**config.mk**
```make
export PLATFORM = sky130hd
export DESIGN_NAME = wb_master_bridge
export DESIGN_NICKNAME = d
export VERILOG_FILES = /design/src/rtl/wb_pkg.sv /design/src/rtl/wb_timeout_cnt.sv /design/src/rtl/wb_master_bridge.sv
export SDC_FILE = /design/constraint.sdc
export NUM_CORES = 1
export LEC_CHECK = 0
export BUFFER_PORTS_ARGS = -buffer_cell sky130_fd_sc_hd__buf_2
export CORE_AREA = 2 2 116 95
export DETAILED_ROUTE_END_ITERATION = 10
export DIE_AREA = 0 0 118 97
export GPL_ROUTABILITY_DRIVEN = 0
export GPL_TIMING_DRIVEN = 0
export PLACE_DENSITY = 0.83
export SYNTH_ARGS = -nofsm -noshare
export SYNTH_HDL_FRONTEND = slang
export SYNTH_SLANG_ARGS = --single-unit
```
**constraint.sdc**
```tcl
create_clock -name clk_i -period 2.65 [get_ports clk_i]
set_clock_uncertainty 0.1 [all_clocks]
set_input_delay 0.6625 -clock clk_i [delete_from_list [all_inputs] [get_ports clk_i]]
set_output_delay 0.6625 -clock clk_i [all_outputs]
set_load 0.02 [all_outputs]
```
**src/rtl/wb_pkg.sv**
```systemverilog
// wb_pkg: shared state encoding, default widths and a counter
// width helper for the Wishbone master bridge.
package wb_pkg;

  typedef enum logic [2:0] {
    IDLE    = 3'b001,
    BUS     = 3'b010,
    BACKOFF = 3'b100
  } wb_state_e;

  localparam int WB_DW = 32;
  localparam int WB_AW = 32;

  // Bits needed to hold 0..n, never less than one bit.
  function automatic int cnt_w(input int n);
    return (n < 1) ? 1 : $clog2(n + 1);
  endfunction

endpackage

```
**src/rtl/wb_timeout_cnt.sv**
```systemverilog
// wb_timeout_cnt: loadable down-counter that parks at zero and
// flags expiry; used for both the bus timeout and the retry gap.
module wb_timeout_cnt #(
  parameter int W = 8
) (
  input  logic         clk_i,
  input  logic         rst_i,
  input  logic         clr_i,
  input  logic         load_i,
  input  logic         en_i,
  input  logic [W-1:0] load_val_i,
  output logic         expired_o
);

  logic [W-1:0] cnt_q;

  // Load wins over decrement; the count holds once it hits zero.
  always_ff @(posedge clk_i) begin
    if (rst_i || clr_i) begin
      cnt_q <= '0;
    end else if (load_i) begin
      cnt_q <= load_val_i;
    end else if (en_i && cnt_q != '0) begin
      cnt_q <= cnt_q - 1'b1;
    end
  end

  assign expired_o = (cnt_q == '0);

endmodule

```
**src/rtl/wb_master_bridge.sv**
```systemverilog
// wb_master_bridge: single-outstanding Wishbone B4 classic master
// with retry, bus timeout and kill, all outputs registered.
module wb_master_bridge
  import wb_pkg::*;
#(
  parameter  int DW        = WB_DW,
  parameter  int AW        = WB_AW,
  localparam int SW        = DW / 8,
  parameter  int TIMEOUT   = 255,
  parameter  int MAX_RETRY = 3,
  parameter  int RETRY_GAP = 2
) (
  input  logic          clk_i,
  input  logic          rst_i,
  input  logic [DW-1:0] wbm_dat_i,
  input  logic [AW-1:0] wbm_addr_i,
  input  logic [SW-1:0] wbm_sel_i,
  input  logic          wbm_we_i,
  input  logic          wbm_re_i,
  input  logic          wbm_kill_i,
  output logic          wbm_busy_o,
  output logic          wbm_ack_o,
  output logic [DW-1:0] wbm_dat_o,
  output logic          wbm_err_o,
  input  logic [DW-1:0] wbs_dat_i,
  input  logic          wbs_ack_i,
  input  logic          wbs_err_i,
  input  logic          wbs_rty_i,
  output logic          wbs_cyc_o,
  output logic          wbs_stb_o,
  output logic [DW-1:0] wbs_dat_o,
  output logic [AW-1:0] wbs_addr_o,
  output logic          wbs_we_o,
  output logic [SW-1:0] wbs_sel_o
);

  localparam int TW = cnt_w(TIMEOUT);
  localparam int RW = cnt_w(MAX_RETRY);
  localparam int GW = cnt_w(RETRY_GAP);

  localparam logic [TW-1:0] TO_LOAD =
    TW'((TIMEOUT > 0) ? TIMEOUT - 1 : 0);
  localparam logic [GW-1:0] GAP_LOAD =
    GW'((RETRY_GAP > 1) ? RETRY_GAP - 1 : 0);
  localparam logic [RW-1:0] RTY_MAX = RW'(MAX_RETRY);

  wb_state_e     state_q, state_d;
  logic          bus_q, bus_d;
  logic          ack_q, ack_d;
  logic          err_q, err_d;
  logic          busy_q, busy_d;
  logic [DW-1:0] rdat_q, rdat_d;
  logic [DW-1:0] wdat_q, wdat_d;
  logic [AW-1:0] addr_q, addr_d;
  logic [SW-1:0] sel_q, sel_d;
  logic          we_q, we_d;
  logic [RW-1:0] retry_q, retry_d;

  logic to_load, to_en, to_exp, to_hit;
  logic gap_load, gap_en, gap_exp;
  logic cnt_clr;

  assign to_hit = (TIMEOUT != 0) && to_exp;

  wb_timeout_cnt #(.W(TW)) u_to_cnt (
    .clk_i      (clk_i),
    .rst_i      (rst_i),
    .clr_i      (cnt_clr),
    .load_i     (to_load),
    .en_i       (to_en),
    .load_val_i (TO_LOAD),
    .expired_o  (to_exp)
  );

  wb_timeout_cnt #(.W(GW)) u_gap_cnt (
    .clk_i      (clk_i),
    .rst_i      (rst_i),
    .clr_i      (cnt_clr),
    .load_i     (gap_load),
    .en_i       (gap_en),
    .load_val_i (GAP_LOAD),
    .expired_o  (gap_exp)
  );

  // Next state and next registered outputs; kill > err > ack > rty > timeout.
  always_comb begin
    state_d  = state_q;
    bus_d    = bus_q;
    ack_d    = 1'b0;
    err_d    = 1'b0;
    rdat_d   = rdat_q;
    wdat_d   = wdat_q;
    addr_d   = addr_q;
    sel_d    = sel_q;
    we_d     = we_q;
    retry_d  = retry_q;
    to_load  = 1'b0;
    to_en    = 1'b0;
    gap_load = 1'b0;
    gap_en   = 1'b0;
    cnt_clr  = 1'b0;
    unique case (state_q)
      IDLE: begin
        if ((wbm_we_i ^ wbm_re_i) && !wbm_kill_i) begin
          state_d = BUS;
          bus_d   = 1'b1;
          wdat_d  = wbm_dat_i;
          addr_d  = wbm_addr_i;
          sel_d   = wbm_sel_i;
          we_d    = wbm_we_i;
          to_load = 1'b1;
        end
      end
      BUS: begin
        to_en = 1'b1;
        if (wbm_kill_i) begin
          state_d = IDLE;
          bus_d   = 1'b0;
        end else if (wbs_err_i) begin
          state_d = IDLE;
          bus_d   = 1'b0;
          ack_d   = 1'b1;
          err_d   = 1'b1;
        end else if (wbs_ack_i) begin
          state_d = IDLE;
          bus_d   = 1'b0;
          ack_d   = 1'b1;
          rdat_d  = wbs_dat_i;
        end else if (wbs_rty_i) begin
          bus_d = 1'b0;
          if (retry_q < RTY_MAX) begin
            state_d  = BACKOFF;
            retry_d  = retry_q + 1'b1;
            gap_load = 1'b1;
          end else begin
            state_d = IDLE;
            ack_d   = 1'b1;
            err_d   = 1'b1;
          end
        end else if (to_hit) begin
          state_d = IDLE;
          bus_d   = 1'b0;
          ack_d   = 1'b1;
          err_d   = 1'b1;
        end
      end
      BACKOFF: begin
        if (wbm_kill_i) begin
          state_d = IDLE;
        end else if (gap_exp) begin
          state_d = BUS;
          bus_d   = 1'b1;
          to_load = 1'b1;
        end else begin
          gap_en = 1'b1;
        end
      end
      default: begin
        state_d = IDLE;
        bus_d   = 1'b0;
      end
    endcase
    if (state_d == IDLE) begin
      retry_d = '0;
      cnt_clr = 1'b1;
    end
    busy_d = (state_d != IDLE);
  end

  // State and output registers.
  always_ff @(posedge clk_i) begin
    if (rst_i) begin
      state_q <= IDLE;
      bus_q   <= 1'b0;
      ack_q   <= 1'b0;
      err_q   <= 1'b0;
      busy_q  <= 1'b0;
      rdat_q  <= '0;
      wdat_q  <= '0;
      addr_q  <= '0;
      sel_q   <= '0;
      we_q    <= 1'b0;
      retry_q <= '0;
    end else begin
      state_q <= state_d;
      bus_q   <= bus_d;
      ack_q   <= ack_d;
      err_q   <= err_d;
      busy_q  <= busy_d;
      rdat_q  <= rdat_d;
      wdat_q  <= wdat_d;
      addr_q  <= addr_d;
      sel_q   <= sel_d;
      we_q    <= we_d;
      retry_q <= retry_d;
    end
  end

  assign wbm_busy_o = busy_q;
  assign wbm_ack_o  = ack_q;
  assign wbm_err_o  = err_q;
  assign wbm_dat_o  = rdat_q;
  assign wbs_cyc_o  = bus_q;
  assign wbs_stb_o  = bus_q;
  assign wbs_dat_o  = wdat_q;
  assign wbs_addr_o = addr_q;
  assign wbs_we_o   = we_q;
  assign wbs_sel_o  = sel_q;

endmodule
```
==> results of run 1 <==
-- through the flow --
step | total power, mW | cells | setup WS (ps)
finish | 4.60 | 941 | 429
global route | 4.78 | 941 | 241
CTS | 4.64 | 941 | 375
detailed placement | 2.46 | 909 | -47.2
global placement | 2.45 | 909 | 8.66
floorplan | 2.24 | 558 | 487
-- metal layers --
layer	track usage, %	vias to the layer above
met5	0	-
met4	10.1	0
met3	7.25	27
met2	38.0	201
met1	27.2	2083
li1	-	2324
-- sequential cells by signal, indices dropped and copies added, names as in the netlist, 2 cells and up --
register         cells
state_q              3
retry_q              2
wbm_dat_o           32
u_gap_cnt.cnt_q      2
wbs_sel_o            4
wbs_dat_o           32
u_to_cnt.cnt_q       8
wbs_addr_o          32
-- report_power, final --
group,internal (mW),total [mW],leakage [nW],switching (mW)
logic,0.189,0.509,1.57,0.320
registers,1.88,1.91,0.974,0.0363
clock network,1.36,2.18,0.271,0.815
total,3.43,4.60,2.82,1.17
-- synthesized netlist by cell type (2+ instances only) --
cell and n:
sky130_fd_sc_hd__clkbuf_1 28, sky130_fd_sc_hd__nor2_1 12, sky130_fd_sc_hd__ha_1 3, sky130_fd_sc_hd__buf_4 2, sky130_fd_sc_hd__nand2b_1 2, sky130_fd_sc_hd__o21ai_0 2, sky130_fd_sc_hd__nand2_1 207, sky130_fd_sc_hd__nor3_1 3
sky130_fd_sc_hd__inv_1 6, sky130_fd_sc_hd__mux2i_1 3, sky130_fd_sc_hd__nor4b_1 2, sky130_fd_sc_hd__buf_6 4, sky130_fd_sc_hd__nand3_1 2, sky130_fd_sc_hd__a211oi_2 3, sky130_fd_sc_hd__dfxtp_1 120, sky130_fd_sc_hd__xnor2_1 2
sky130_fd_sc_hd__nor2b_1 3, sky130_fd_sc_hd__nor4_1 2, sky130_fd_sc_hd__a211oi_1 7, sky130_fd_sc_hd__a21oi_1 105, sky130_fd_sc_hd__nor4b_4 2, sky130_fd_sc_hd__buf_2 5
-- final cells by class --
| cell class | instances | area (um^2) |
|---|---|---|
| plain buffers | 39 | 190 |
| clock buffers | 21 | 470 |
| clock inverters | 11 | 97.6 |
| fillers | 909 | 3770 |
| inverters | 6 | 22.5 |
| multi-input cells | 393 | 2010 |
| flip-flops and latches | 120 | 2400 |
| well taps | 140 | 175 |
| repair buffers | 211 | 1060 |
-- worst max path at each step --
| stage | start | end | slack, ps |
|---|---|---|---|
| 2_1_floorplan | wbm_kill_i | state_q[0]$_SDFF_PP1_ | 490 |
| 3_3_place_gp | wbm_we_i | wbs_dat_o[31]$_SDFFE_PP0P_ | 9 |
| 3_5_place_dp | wbm_we_i | wbs_addr_o[2]$_SDFFE_PP0P_ | -50 |
| 4_1_cts | wbm_we_i | wbs_addr_o[1]$_SDFFE_PP0P_ | 370 |
| 5_1_grt | wbm_we_i | wbs_addr_o[2]$_SDFFE_PP0P_ | 240 |
| 6_report | wbm_we_i | wbs_addr_o[2]$_SDFFE_PP0P_ | 430 |
-- cells by family after synthesis --
kind of cell	Yosys count	share of synthesized area (%)
buf+inv	45	4.60
xor+xnor	3	0.568
flops	120	51.9
simple gates	252	24.5
fa+ha+maj	3	0.811
mux	4	0.892
compound gates	131	16.7
-- worst min-delay path, delay by kind of cell (launching register included) --
kind | cells | cell delay [ps]
AOI/OAI and AO/OA | 1 | 50
and+or+nand+nor | 1 | 50
DFF | 1 | 300
==> tab_implementation.tex, run 1 <==
\begin{tabular}{lr}
\hline
Metric & Value \\
\hline
\multicolumn{2}{l}{\textbf{Run status}} \\
Run status & finished clean \\
\multicolumn{2}{l}{\textbf{Synth}} \\
Count of synthesis-stage warnings from yosys & 0 \\
Post-synthesis sequential element count & 120 \\
Post-synthesis area per instance & 8.29 um\^{}2 \\
Post-synth EDFFs & 0 \\
Fraction of synthesized cell area taken by the top area cell type & 51.9\% \\
Register area share after synthesis & 51.9\% \\
Gate count after technology mapping & 558 \\
Netlist Area Pre-Place & 4630 um\^{}2 \\
Leading post-synthesis cells by cell area & sky130\_fd\_sc\_hd\_\_dfxtp\_1 (52\%), sky130\_fd\_sc\_hd\_\_nand2\_1 (17\%), sky130\_fd\_sc\_hd\_\_a21oi\_1 (11\%), sky130\_fd\_sc\_hd\_\_clkbuf\_1 (2.3\%), sky130\_fd\_sc\_hd\_\_a211oi\_1 (1.1\%) \\
Post-Synthesis Net Count & 669 \\
Post-synth top area cell & sky130\_fd\_sc\_hd\_\_dfxtp\_1 \\
Post-synthesis cell type count & 55 \\
Async set-or-reset flop fraction in the synthesized netlist & 0\% \\
Commonest register cell after synthesis & sky130\_fd\_sc\_hd\_\_dfxtp\_1 \\
\multicolumn{2}{l}{\textbf{Timing}} \\
Peak Freq & 450 MHz \\
Hold slack final & 347 ps \\
Min Clock Period, post-route & 2220 ps \\
Final Hold Vio Count & 0 \\
RSZ-0062 raised after global routing & false \\
Worst slew margin relative to its limit & 49.8\% \\
\# setup viols final & 0 \\
Number of max-slew violations in the final report & 0 \\
Fin crit share & 83.8\% \\
Measured slew at the worst slew-check pin & 748 ps \\
Total negative setup slack & 0 ps \\
\multicolumn{2}{l}{\textbf{Clock network}} \\
Number of buffers on the longest clock path & 2 \\
Root Buffer & sky130\_fd\_sc\_hd\_\_clkbuf\_16 \\
Clock slew at the register clock pins of the worst setup and hold paths & 50 ps \\
CTS Hold Buffers Added & 0 \\
Number of clock sinks seen by CTS & 120 \\
Insertion delay of the later-clocked pin in the worst-skew pair & 400 ps \\
Total clock buffers created by CTS & 17 \\
Total number of H-tree levels & 4 \\
Number of instances resized during post-cts repair & 0 \\
Setup Fix Bufs, Post-CTS & 0 \\
Clock tree from TritonCTS & built \\
\multicolumn{2}{l}{\textbf{Global route}} \\
Number of antenna violations at the first check in global routing & 0 \\
Largest net degree at the start of global routing & 17 \\
Overflow left after global routing & 0 \\
Global-route wire length before repair & 20.8 mm \\
Gr usage total & 22.9\% \\
Number of global-route vias before repair & 4311 \\
\multicolumn{2}{l}{\textbf{Setup path}} \\
Cell family with most CP delay & buffers and inverters \\
Buffers \& Inverters on Critical Path & 4 \\
Depth of the most critical reg-to-reg path & 5 \\
Critical Path End Type & register \\
Highest cell delay on the worst timing path & 450 ps \\
Endpoint of the lowest-slack register-to-register path & wbs\_addr\_o[7]\$\_SDFFE\_PP0P\_ \\
Data required, critical path & 2870 ps \\
Startpoint of the lowest-slack register-to-register path & state\_q[0]\$\_SDFF\_PP1\_ \\
Type of the worst setup path & in -> reg \\
Data arrival time of the worst path & 2450 ps \\
Logic depth of the worst path, buffers included & 8 \\
Critical path cell sequence & buf\_2 > xnor2\_1 > or4\_1 > clkbuf\_1 > buf\_2 > buf\_6 > nand2\_1 > a21oi\_1 \\
Top cell by count, worst path & sky130\_fd\_sc\_hd\_\_buf\_2 \\
Crit Path Max Fanout & 10 \\
CP Launch Type & input port \\
Register-to-register path setup slack & 500 ps \\
CP max stage cell & sky130\_fd\_sc\_hd\_\_xnor2\_1 \\
\multicolumn{2}{l}{\textbf{Detailed routing}} \\
Remaining DRCs & 0 \\
Routed via count divided by cell count & 4.93 \\
DRC violation total after the first TritonRoute iteration & 217 \\
Average routed wire per standard cell & 14.1 um \\
Total Routed Length & 13.3 mm \\
Post-route met1 wirelength & 5.53 mm \\
Total iterations of the first detailed-routing run & 4 \\
Highest layer used for signal routing & met4 \\
Length of routed met2 wiring & 6.31 mm \\
Met3 layer wire length in the routed design & 1.11 mm \\
Remaining antenna violation count after routing & 0 \\
Via total after detailed routing & 4635 \\
\multicolumn{2}{l}{\textbf{Finish}} \\
Area added between synthesis and finish & 38.9\% \\
Share of cells above drive strength 1 & 34.2\% \\
Leading cell type in the layout, fill and taps excluded & sky130\_fd\_sc\_hd\_\_buf\_2 \\
Number of nets in the finished design & 899 \\
Final design instance area without fill & 6430 um\^{}2 \\
Most used cells in the layout excluding fill and tap cells & sky130\_fd\_sc\_hd\_\_buf\_2 (216), sky130\_fd\_sc\_hd\_\_nand2\_1 (207), sky130\_fd\_sc\_hd\_\_dfxtp\_1 (120), sky130\_fd\_sc\_hd\_\_a21oi\_1 (105), sky130\_fd\_sc\_hd\_\_clkbuf\_1 (29) \\
Final design utilization & 63.0\% \\
ANT cells & 0 \\
\multicolumn{2}{l}{\textbf{Run}} \\
\# Max-Cap Violations & 0 \\
\multicolumn{2}{l}{\textbf{Worst hold path}} \\
Hold wc startpoint & wbs\_addr\_o[31]\$\_SDFFE\_PP0P\_ \\
Number of cells on the worst hold path & 2 \\
Classification of the worst-slack hold path & reg -> reg \\
Worst-case hold path end point & wbs\_addr\_o[31]\$\_SDFFE\_PP0P\_ \\
\multicolumn{2}{l}{\textbf{Power and ir drop}} \\
Leakage component of the power & 2.82 nW \\
Worst supply voltage drop on vdd & 0.671 mV \\
Power density over cell area & 715 nW/um\^{}2 \\
\multicolumn{2}{l}{\textbf{Floorplan}} \\
Placeable core region & 10200 um\^{}2 \\
Starting density of the core & 45.4\% \\
Boundary Pins & 214 \\
Die outline area & 11400 um\^{}2 \\
Chip Width & 118 um \\
Overall die height & 97 um \\
Number of placement rows & 33 \\
\multicolumn{2}{l}{\textbf{Place}} \\
Hpwl dp & 9.63 mm \\
I/O Buffers & 211 \\
Post-Place Cell Area & 5860 um\^{}2 \\
\hline
\end{tabular}
No activity file was read; power rests on OpenSTA's default activity.
==> run 2, diff against run 1 <==
--- a/config.mk
+++ b/config.mk
@@ -5,13 +5,14 @@
 export SDC_FILE = /design/constraint.sdc
 export NUM_CORES = 1
 export LEC_CHECK = 0
+export ABC_AREA = 1
 export BUFFER_PORTS_ARGS = -buffer_cell sky130_fd_sc_hd__buf_2
-export CORE_AREA = 2 2 116 95
+export CORE_AREA = 2 2 120 99
 export DETAILED_ROUTE_END_ITERATION = 10
-export DIE_AREA = 0 0 118 97
+export DIE_AREA = 0 0 122 101
 export GPL_ROUTABILITY_DRIVEN = 0
 export GPL_TIMING_DRIVEN = 0
-export PLACE_DENSITY = 0.83
+export PLACE_DENSITY = 0.8
 export SYNTH_ARGS = -nofsm -noshare
 export SYNTH_HDL_FRONTEND = slang
 export SYNTH_SLANG_ARGS = --single-unit
==> constraint.sdc (replaced) <==
create_clock -name clk_i -period 1.8 [get_ports clk_i]
set_clock_uncertainty 0.1 [all_clocks]
set_input_delay 0.45 -clock clk_i [delete_from_list [all_inputs] [get_ports clk_i]]
set_output_delay 0.45 -clock clk_i [all_outputs]
set_load 0.02 [all_outputs]
==> tab_implementation.tex, run 2 <==
\begin{tabular}{lr}
\hline
Metric & Value \\
\hline
\multicolumn{2}{l}{\textbf{Run status}} \\
Run status & finished clean \\
\multicolumn{2}{l}{\textbf{Setup path}} \\
Highest cell delay on the worst timing path & 310 ps (-140 ps) \\
Type of the worst setup path & reg -> reg \\
Buffers \& Inverters on Critical Path & 2 (-2) \\
Endpoint of the lowest-slack register-to-register path & u\_gap\_cnt.cnt\_q[1]\$\_SDFFE\_PP0P\_ \\
Crit Path Max Fanout & 10 (unchanged) \\
CP max stage cell & sky130\_fd\_sc\_hd\_\_dfxtp\_1 \\
Logic depth of the worst path, buffers included & 10 (+2) \\
Depth of the most critical reg-to-reg path & 10 (+5) \\
Data arrival time of the worst path & 1830 ps (-620 ps) \\
Startpoint of the lowest-slack register-to-register path & u\_to\_cnt.cnt\_q[0]\$\_SDFFE\_PP0P\_ \\
Critical Path End Type & register \\
Cell family with most CP delay & simple AND/OR/NAND/NOR gates \\
Critical path cell sequence & inv\_2 > ha\_4 > nand3\_1 > nor2\_2 > nand2\_1 > nand3\_1 > nand2\_1 > nand2\_4 > buf\_8 > nor2\_1 \\
Data required, critical path & 1990 ps (-880 ps) \\
Register-to-register path setup slack & 160 ps (-340 ps) \\
CP Launch Type & register \\
\multicolumn{2}{l}{\textbf{Worst hold path}} \\
Hold wc startpoint & wbm\_addr\_i[6] \\
Classification of the worst-slack hold path & in -> reg \\
Worst-case hold path end point & wbs\_addr\_o[6]\$\_SDFFE\_PP0P\_ \\
Number of cells on the worst hold path & 3 (+1) \\
\multicolumn{2}{l}{\textbf{Detailed routing}} \\
Total Routed Length & 13.3 mm (+0.44\%) \\
Routed via count divided by cell count & 4.71 (-4.4\%) \\
Remaining antenna violation count after routing & 0 (unchanged) \\
Highest layer used for signal routing & met4 \\
Via total after detailed routing & 4702 (+1.4\%) \\
Remaining DRCs & 0 (unchanged) \\
Average routed wire per standard cell & 13.3 um (-5.4\%) \\
Length of routed met2 wiring & 6.34 mm (+0.49\%) \\
Total iterations of the first detailed-routing run & 5 (+1) \\
Post-route met1 wirelength & 5.66 mm (+2.4\%) \\
Met3 layer wire length in the routed design & 1.25 mm (+12\%) \\
DRC violation total after the first TritonRoute iteration & 195 (-10\%) \\
\multicolumn{2}{l}{\textbf{Timing}} \\
Peak Freq & 609 MHz \\
Measured slew at the worst slew-check pin & 464 ps (-284 ps) \\
Fin crit share & 91.2\% \\
Total negative setup slack & 0 ps (unchanged) \\
Min Clock Period, post-route & 1640 ps \\
Final Hold Vio Count & 0 (unchanged) \\
Worst slew margin relative to its limit & 69.0\% (+19 points) \\
\# setup viols final & 0 (unchanged) \\
RSZ-0062 raised after global routing & false \\
Number of max-slew violations in the final report & 0 (unchanged) \\
\multicolumn{2}{l}{\textbf{Finish}} \\
Leading cell type in the layout, fill and taps excluded & sky130\_fd\_sc\_hd\_\_nor2\_1 \\
Post-route insts no fill & 999 (+6.2\%) \\
Sequential Area & 2400 um\^{}2 (unchanged) \\
Final-layout fill cell count & 1046 (+15\%) \\
Footprint of the multi-input gates & 1920 um\^{}2 (-4.4\%) \\
Most used cells in the layout excluding fill and tap cells & sky130\_fd\_sc\_hd\_\_nor2\_1 (229), sky130\_fd\_sc\_hd\_\_buf\_2 (219), sky130\_fd\_sc\_hd\_\_dfxtp\_1 (120), sky130\_fd\_sc\_hd\_\_o21ai\_0 (107), sky130\_fd\_sc\_hd\_\_nand2\_1 (33) \\
Area added between synthesis and finish & 41.6\% \\
ANT cells & 0 (unchanged) \\
Number of nets in the finished design & 949 (+5.6\%) \\
Share of cells above drive strength 1 & 33.5\% (-0.72 points) \\
\multicolumn{2}{l}{\textbf{Synth}} \\
Post-synth EDFFs & 0 (unchanged) \\
Post-Synthesis Net Count & 717 (+7.2\%) \\
Cell types with the highest counts after synthesis & sky130\_fd\_sc\_hd\_\_nor2\_1 (230), sky130\_fd\_sc\_hd\_\_dfxtp\_1 (120), sky130\_fd\_sc\_hd\_\_o21ai\_0 (107) \\
Post-synthesis cell type count & 27 (-51\%) \\
Leading post-synthesis cells by cell area & sky130\_fd\_sc\_hd\_\_dfxtp\_1 (53\%), sky130\_fd\_sc\_hd\_\_nor2\_1 (19\%), sky130\_fd\_sc\_hd\_\_o21ai\_0 (12\%), sky130\_fd\_sc\_hd\_\_nand2\_1 (2.9\%), sky130\_fd\_sc\_hd\_\_inv\_1 (2.2\%) \\
Gate count after technology mapping & 606 (+8.6\%) \\
Post-synth top area cell & sky130\_fd\_sc\_hd\_\_dfxtp\_1 \\
Async set-or-reset flop fraction in the synthesized netlist & 0\% (unchanged) \\
Cell with the most instances after synthesis & sky130\_fd\_sc\_hd\_\_nor2\_1 \\
Register area share after synthesis & 52.5\% (+0.63 points) \\
Netlist Area Pre-Place & 4570 um\^{}2 (-1.2\%) \\
Count of synthesis-stage warnings from yosys & 0 (unchanged) \\
Commonest register cell after synthesis & sky130\_fd\_sc\_hd\_\_dfxtp\_1 \\
Fraction of synthesized cell area taken by the top area cell type & 52.5\% (+0.63 points) \\
Post-synthesis area per instance & 7.54 um\^{}2 (-9.0\%) \\
Post-synthesis sequential element count & 120 (unchanged) \\
\multicolumn{2}{l}{\textbf{Global route}} \\
Global-route wire length before repair & 21.2 mm (+2.0\%) \\
Gr usage total & 21.8\% (-1.0 points) \\
Overflow left after global routing & 0 (unchanged) \\
Number of antenna violations at the first check in global routing & 0 (unchanged) \\
Largest net degree at the start of global routing & 17 (unchanged) \\
Number of global-route vias before repair & 4484 (+4.0\%) \\
\multicolumn{2}{l}{\textbf{Power and ir drop}} \\
Worst supply voltage drop on vdd & 0.720 mV (+7.2\%) \\
Total power after layout & 7.36 mW (+60\%) \\
Power density over cell area & 1140 nW/um\^{}2 (+59\%) \\
Leakage component of the power & 3.40 nW (+21\%) \\
\multicolumn{2}{l}{\textbf{Clock network}} \\
Total number of H-tree levels & 4 (unchanged) \\
Setup Fix Bufs, Post-CTS & 0 (unchanged) \\
Root Buffer & sky130\_fd\_sc\_hd\_\_clkbuf\_16 \\
CTS Hold Buffers Added & 0 (unchanged) \\
Insertion delay of the later-clocked pin in the worst-skew pair & 400 ps (about the same) \\
Number of clock sinks seen by CTS & 120 (unchanged) \\
Clock slew at the register clock pins of the worst setup and hold paths & 60 ps (about the same) \\
Number of buffers on the longest clock path & 2 (unchanged) \\
Total clock buffers created by CTS & 17 (unchanged) \\
Clock tree from TritonCTS & built \\
\multicolumn{2}{l}{\textbf{Floorplan}} \\
Chip Width & 122 um (+3.4\%) \\
Die outline area & 12300 um\^{}2 (+7.7\%) \\
Overall die height & 101 um (+4.1\%) \\
Boundary Pins & 214 (unchanged) \\
Number of placement rows & 35 (+6.1\%) \\
Starting density of the core & 40.9\% (-4.4 points) \\
Placeable core region & 11200 um\^{}2 (+9.5\%) \\
\multicolumn{2}{l}{\textbf{Place}} \\
Hpwl dp & 9.61 mm (-0.20\%) \\
I/O Buffers & 213 (+0.95\%) \\
Cell count after placement & 967 (+6.4\%) \\
\multicolumn{2}{l}{\textbf{Run}} \\
\# Max-Cap Violations & 0 (unchanged) \\
\hline
\end{tabular}
[run 2: area by class of cell]
class / count / share of cell area (%)
clock inverter: 13 / 2.38
timing repair buffer: 213 / 16.5
tap: 148 / 2.86
sequential: 120 / 37.1
clock buffer: 19 / 6.84
buffer: 35 / 2.82
inverter: 31 / 1.80
multi-input combinational: 420 / 29.7
[run 2: worst max path at each step]
stage                                   start                         endpoint
2_1_floorplan  u_to_cnt.cnt_q[0]$_SDFFE_PP0P_  u_gap_cnt.cnt_q[1]$_SDFFE_PP0P_
3_3_place_gp                            rst_i       wbs_addr_o[3]$_SDFFE_PP0P_
3_5_place_dp                            rst_i       wbm_dat_o[30]$_SDFFE_PP0P_
4_1_cts                                 rst_i       wbm_dat_o[30]$_SDFFE_PP0P_
5_1_grt                 state_q[2]$_SDFF_PP0_        wbs_sel_o[3]$_SDFFE_PP0P_
6_report       u_to_cnt.cnt_q[0]$_SDFFE_PP0P_  u_gap_cnt.cnt_q[1]$_SDFFE_PP0P_
[run 2: metal layers]
layer  vias up  track usage, %
li1       2399               -
met2       180            36.6
met1      2115            26.6
met4         0            5.66
met3         8            8.03
met5         -               0
[run 2: kinds of logic (layout without fill, tap and decap cells)]
family                     count (synthesis)  in the layout  share of synthesized area [%]
buffers and inverters                     66            311                           6.10
AOI/OAI and AO/OA                        124            124                           13.9
xor gates and xnor gates                   4              4                          0.766
adders and majority gates                  3              3                          0.821
DFF                                      120            120                           52.5
and+or+nand+nor                          289            289                           25.9
[run 2: worst min-delay path, cell delays in order]
cell and delay, ps:
sky130_fd_sc_hd__buf_2 70, sky130_fd_sc_hd__nor2_1 30, sky130_fd_sc_hd__nor2_1 80
[run 2: stage by stage]
step	setup slack [ps]	instance area, um^2	hold WS, ps	util, %
floorplan	222	4570	344	-
global placement	-340	5820	355	52.1
detailed placement	-389	5820	359	52.1
CTS	26.3	6420	157	57.5
global route	1.74	6470	155	58.0
finish	159	6470	168	58.0
[run 2: repair_timing]
action	CTS	global route
pin swaps	0	0
endpoints found under the setup margin	9	38
gates resized for setup	2	21
[run 2: where the power goes]
part / switching [mW] / internal [mW]
sequential: 0.0874 / 2.83
combinational: 0.673 / 0.370
clock: 1.19 / 2.20
total: 1.95 / 5.40
==> run 3, diff against run 2 <==
--- a/config.mk
+++ b/config.mk
@@ -7,12 +7,13 @@
 export LEC_CHECK = 0
 export ABC_AREA = 1
 export BUFFER_PORTS_ARGS = -buffer_cell sky130_fd_sc_hd__buf_2
-export CORE_AREA = 2 2 120 99
+export CORE_AREA = 2 2 123 101
 export DETAILED_ROUTE_END_ITERATION = 10
-export DIE_AREA = 0 0 122 101
+export DIE_AREA = 0 0 125 103
 export GPL_ROUTABILITY_DRIVEN = 0
 export GPL_TIMING_DRIVEN = 0
 export PLACE_DENSITY = 0.8
 export SYNTH_ARGS = -nofsm -noshare
 export SYNTH_HDL_FRONTEND = slang
+export SYNTH_HIERARCHICAL = 1
 export SYNTH_SLANG_ARGS = --single-unit
==> constraint.sdc (replaced) <==
create_clock -name clk_i -period 1.8 [get_ports clk_i]
set_clock_uncertainty 0.1 [all_clocks]
set_input_delay 0.09 -clock clk_i [delete_from_list [all_inputs] [get_ports clk_i]]
set_output_delay 0.09 -clock clk_i [all_outputs]
set_load 0.02 [all_outputs]
==> tab_implementation.tex, run 3 <==
\begin{tabular}{lr}
\hline
Metric & Value \\
\hline
\multicolumn{2}{l}{\textbf{Run status}} \\
Run status & finished clean \\
\multicolumn{2}{l}{\textbf{Detailed routing}} \\
Total iterations of the first detailed-routing run & 4 (-1) \\
Routed via count divided by cell count & 4.84 (+2.9\%) \\
Remaining antenna violation count after routing & 0 (unchanged) \\
DRC violation total after the first TritonRoute iteration & 286 (+47\%) \\
Remaining DRCs & 0 (unchanged) \\
Average routed wire per standard cell & 14.6 um (+9.8\%) \\
Via total after detailed routing & 5675 (+21\%) \\
Total Routed Length & 17.2 mm (+29\%) \\
\multicolumn{2}{l}{\textbf{Synth}} \\
Cell with the most instances after synthesis & sky130\_fd\_sc\_hd\_\_nor2\_1 \\
Fraction of synthesized cell area taken by the top area cell type & 49.0\% (-3.6 points) \\
Leading post-synthesis cells by cell area & sky130\_fd\_sc\_hd\_\_dfxtp\_1 (49\%), sky130\_fd\_sc\_hd\_\_nor2\_1 (13\%), sky130\_fd\_sc\_hd\_\_o21ai\_0 (7.7\%), sky130\_fd\_sc\_hd\_\_nand2\_1 (6.9\%), sky130\_fd\_sc\_hd\_\_nand3\_1 (5.1\%) \\
Gate count after technology mapping & 653 (+7.8\%) \\
Async set-or-reset flop fraction in the synthesized netlist & 0\% (unchanged) \\
Post-synthesis area per instance & 7.51 um\^{}2 (-0.47\%) \\
Netlist Area Pre-Place & 4900 um\^{}2 (+7.3\%) \\
Commonest register cell after synthesis & sky130\_fd\_sc\_hd\_\_dfxtp\_1 \\
Post-synthesis sequential element count & 120 (unchanged) \\
Count of synthesis-stage warnings from yosys & 6 (+6) \\
Post-synth EDFFs & 0 (unchanged) \\
Post-synthesis cell type count & 35 (+30\%) \\
Post-synth top area cell & sky130\_fd\_sc\_hd\_\_dfxtp\_1 \\
Register area share after synthesis & 49.0\% (-3.6 points) \\
Cell types with the highest counts after synthesis & sky130\_fd\_sc\_hd\_\_nor2\_1 (171), sky130\_fd\_sc\_hd\_\_dfxtp\_1 (120), sky130\_fd\_sc\_hd\_\_nand2\_1 (90) \\
\multicolumn{2}{l}{\textbf{Run}} \\
\# Max-Cap Violations & 0 (unchanged) \\
\multicolumn{2}{l}{\textbf{Floorplan}} \\
Starting density of the core & 41.6\% (+0.61 points) \\
Placeable core region & 11800 um\^{}2 (+5.7\%) \\
Die outline area & 12900 um\^{}2 (+4.5\%) \\
Overall die height & 103 um (+2.0\%) \\
Boundary Pins & 214 (unchanged) \\
Chip Width & 125 um (+2.5\%) \\
Number of placement rows & 36 (+2.9\%) \\
\multicolumn{2}{l}{\textbf{Place}} \\
Hpwl dp & 9.57 mm (-0.35\%) \\
I/O Buffers & 212 (-0.47\%) \\
Worst slack at placement & -295 ps (+94.9 ps) \\
\multicolumn{2}{l}{\textbf{Finish}} \\
Number of nets in the finished design & 1119 (+18\%) \\
Leading cell type in the layout, fill and taps excluded & sky130\_fd\_sc\_hd\_\_buf\_2 \\
Final design utilization & 68.0\% (+10 points) \\
ANT cells & 0 (unchanged) \\
Area added between synthesis and finish & 63.6\% \\
Share of cells above drive strength 1 & 31.9\% (-1.6 points) \\
Most used cells in the layout excluding fill and tap cells & sky130\_fd\_sc\_hd\_\_buf\_2 (222), sky130\_fd\_sc\_hd\_\_nor2\_1 (167), sky130\_fd\_sc\_hd\_\_dfxtp\_1 (114), sky130\_fd\_sc\_hd\_\_dlygate4sd3\_1 (107), sky130\_fd\_sc\_hd\_\_nand2\_1 (85) \\
\multicolumn{2}{l}{\textbf{Power and ir drop}} \\
Worst supply voltage drop on vdd & 0.632 mV (-12\%) \\
Leakage component of the power & 3.92 nW (+15\%) \\
Internal power & 5.46 mW (+1.1\%) \\
Combinational fraction of design power & 17.9\% (+3.7 points) \\
Switching share of power & 28.5\% (+1.9 points) \\
Switching power of the nets & 2.18 mW (+11\%) \\
Fraction of power consumed by sequential logic & 38.2\% (-1.5 points) \\
Power density over cell area & 952 nW/um\^{}2 (-16\%) \\
Clock group share of total power & 43.9\% (-2.2 points) \\
\multicolumn{2}{l}{\textbf{Global route}} \\
Overflow left after global routing & 0 (unchanged) \\
Global-route wire length before repair & 26.5 mm (+25\%) \\
Number of global-route vias before repair & 5523 (+23\%) \\
Largest net degree at the start of global routing & 17 (unchanged) \\
Number of antenna violations at the first check in global routing & 0 (unchanged) \\
Gr usage total & 25.6\% (+3.8 points) \\
\multicolumn{2}{l}{\textbf{Setup path}} \\
Critical Path End Type & register \\
Data required, critical path & 2010 ps (+20 ps) \\
Type of the worst setup path & reg -> reg \\
Crit Path Max Fanout & 10 (unchanged) \\
Highest cell delay on the worst timing path & 330 ps (+20 ps) \\
Cell family with most CP delay & simple AND/OR/NAND/NOR gates \\
Top cell by count, worst path & sky130\_fd\_sc\_hd\_\_nor2\_1 \\
Data arrival time of the worst path & 1940 ps (+110 ps) \\
Critical path cell sequence & inv\_2 > nand3\_4 > nor2\_8 > inv\_6 > buf\_8 > nand2\_1 > buf\_6 > inv\_6 > nand3\_1 > nor2\_1 > nor2\_1 > nor2\_1 \\
CP Launch Type & register \\
Buffers \& Inverters on Critical Path & 5 (+3) \\
Origin of the worst setup path & state\_q[2]\$\_SDFF\_PP0\_ \\
CP max stage cell & sky130\_fd\_sc\_hd\_\_dfxtp\_2 \\
Startpoint of the lowest-slack register-to-register path & state\_q[2]\$\_SDFF\_PP0\_ \\
\multicolumn{2}{l}{\textbf{Clock network}} \\
Insertion delay of the later-clocked pin in the worst-skew pair & 410 ps (about the same) \\
Number of clock sinks seen by CTS & 120 (unchanged) \\
Number of buffers on the longest clock path & 2 (unchanged) \\
Root Buffer & sky130\_fd\_sc\_hd\_\_clkbuf\_16 \\
Total number of H-tree levels & 4 (unchanged) \\
Clock slew at the register clock pins of the worst setup and hold paths & 50 ps (about the same) \\
Total clock buffers created by CTS & 17 (unchanged) \\
Clock tree from TritonCTS & built \\
\multicolumn{2}{l}{\textbf{Timing}} \\
Min Clock Period, post-route & 1740 ps (+97.6 ps) \\
Worst setup margin & 61.3 ps (-97.6 ps) \\
Number of max-slew violations in the final report & 0 (unchanged) \\
RSZ-0062 raised after global routing & true \\
Final Hold Vio Count & 0 (unchanged) \\
Peak Freq & 575 MHz (-5.6\%) \\
\# setup viols final & 0 (unchanged) \\
Fin crit share & 96.6\% (+5.4 points) \\
\multicolumn{2}{l}{\textbf{Worst hold path}} \\
Classification of the worst-slack hold path & in -> reg \\
Hold wc startpoint & wbm\_kill\_i \\
\hline
\end{tabular}
-- run 3: cell count changes after synthesis, sizes merged, moves of 2 or more --
cell	previous run	this run
buf	11	28
xor2	2	0
nor2	232	175
clkinv	0	3
a21oi	16	38
o21bai	0	2
inv	31	37
conb	0	2
clkbuf	24	9
o21ai	107	76
nand2	35	94
nand3	14	54
-- run 3: path summary, 6_finish.rpt --
check | slack (ps) | depth (start not counted) | endpoint
max | 60 | 12 | u_to_cnt/cnt_q[5]$_SDFFE_PP0P_
min | 40 | 5 | state_q[0]$_SDFF_PP1_
max reg2reg | 60 | 12 | u_to_cnt/cnt_q[5]$_SDFFE_PP0P_
min reg2reg | 360 | 2 | wbm_dat_o[27]$_SDFFE_PP0P_
-- run 3: final cells by class --
| type | count | area (um^2) |
|---|---|---|
| sequential | 120 | 2410 |
| clock inverter | 13 | 148 |
| fill | 887 | 3780 |
| timing repair buffer | 327 | 2190 |
| multi-input combinational | 464 | 2190 |
| buffer | 37 | 280 |
| tap | 152 | 190 |
| inverter | 40 | 176 |
| clock buffer | 19 | 433 |
-- run 3: power groups by stage --
stage | Clock, mW | Combinational (mW) | Sequential, mW
4_1_cts | 3.38 | 1.29 | 2.90
5_1_grt | 3.51 | 1.49 | 2.94
3_5_place_dp | 0 | 1.09 | 2.95
2_1_floorplan | 0 | 0.497 | 3.14
6_report | 3.35 | 1.37 | 2.92
3_3_place_gp | 0 | 1.08 | 2.95
-- run 3: stage by stage --
stage                     std cells  setup TNS [ps]  instance area, um^2  power (mW)  hold WS (ps)
final                          1172               0                 8020        7.64          43.4
after global routing           1172            -150                 8020        7.93          84.3
after global placement         1025           -2060                 6190        4.03           211
after floorplan                 661               0                 4930        3.64           107
after CTS                      1167               0                 7900        7.58          24.0
after detailed placement       1025           -2100                 6190        4.04           217
-- run 3: kinds of logic (layout without fill, tap and decap cells) --
logic type	count (synthesis)	count (layout)	synth area share (%)
compound gates	117	117	12.1
buf+inv	77	436	8.75
simple gates	331	331	28.7
other cells	2	10	0.153
fa+ha+maj	4	4	1.02
flops	120	120	49.0
xor+xnor	2	2	0.357
-- run 3: metal layers --
| metal | track usage [%] | routed length [um] | vias up |
|---|---|---|---|
| met5 | 0 | 0 | - |
| met4 | 12.6 | 492 | 0 |
| met3 | 7.16 | 1220 | 43 |
| met2 | 44.5 | 8450 | 261 |
| met1 | 29.6 | 7000 | 2577 |
| li1 | - | - | 2794 |
-- run 3: worst min-delay path, stage by stage --
cell and delay, ps:
sky130_fd_sc_hd__buf_6 90, sky130_fd_sc_hd__nand2_1 50, sky130_fd_sc_hd__nand2_1 60, sky130_fd_sc_hd__nor2_1 50, sky130_fd_sc_hd__nand3_1 140
-- run 3: repair_timing --
| action | in CTS | in global routing |
|---|---|---|
| gates resized for setup | 12 | 29 |
| hold buffers | 109 | 0 |
| cloned | 0 | 0 |
| pin swaps | 2 | 6 |
| endpoints found under the hold margin | 114 | 0 |
| buffers inserted | 1 | 7 |
| endpoints found under the setup margin | 9 | 64 |
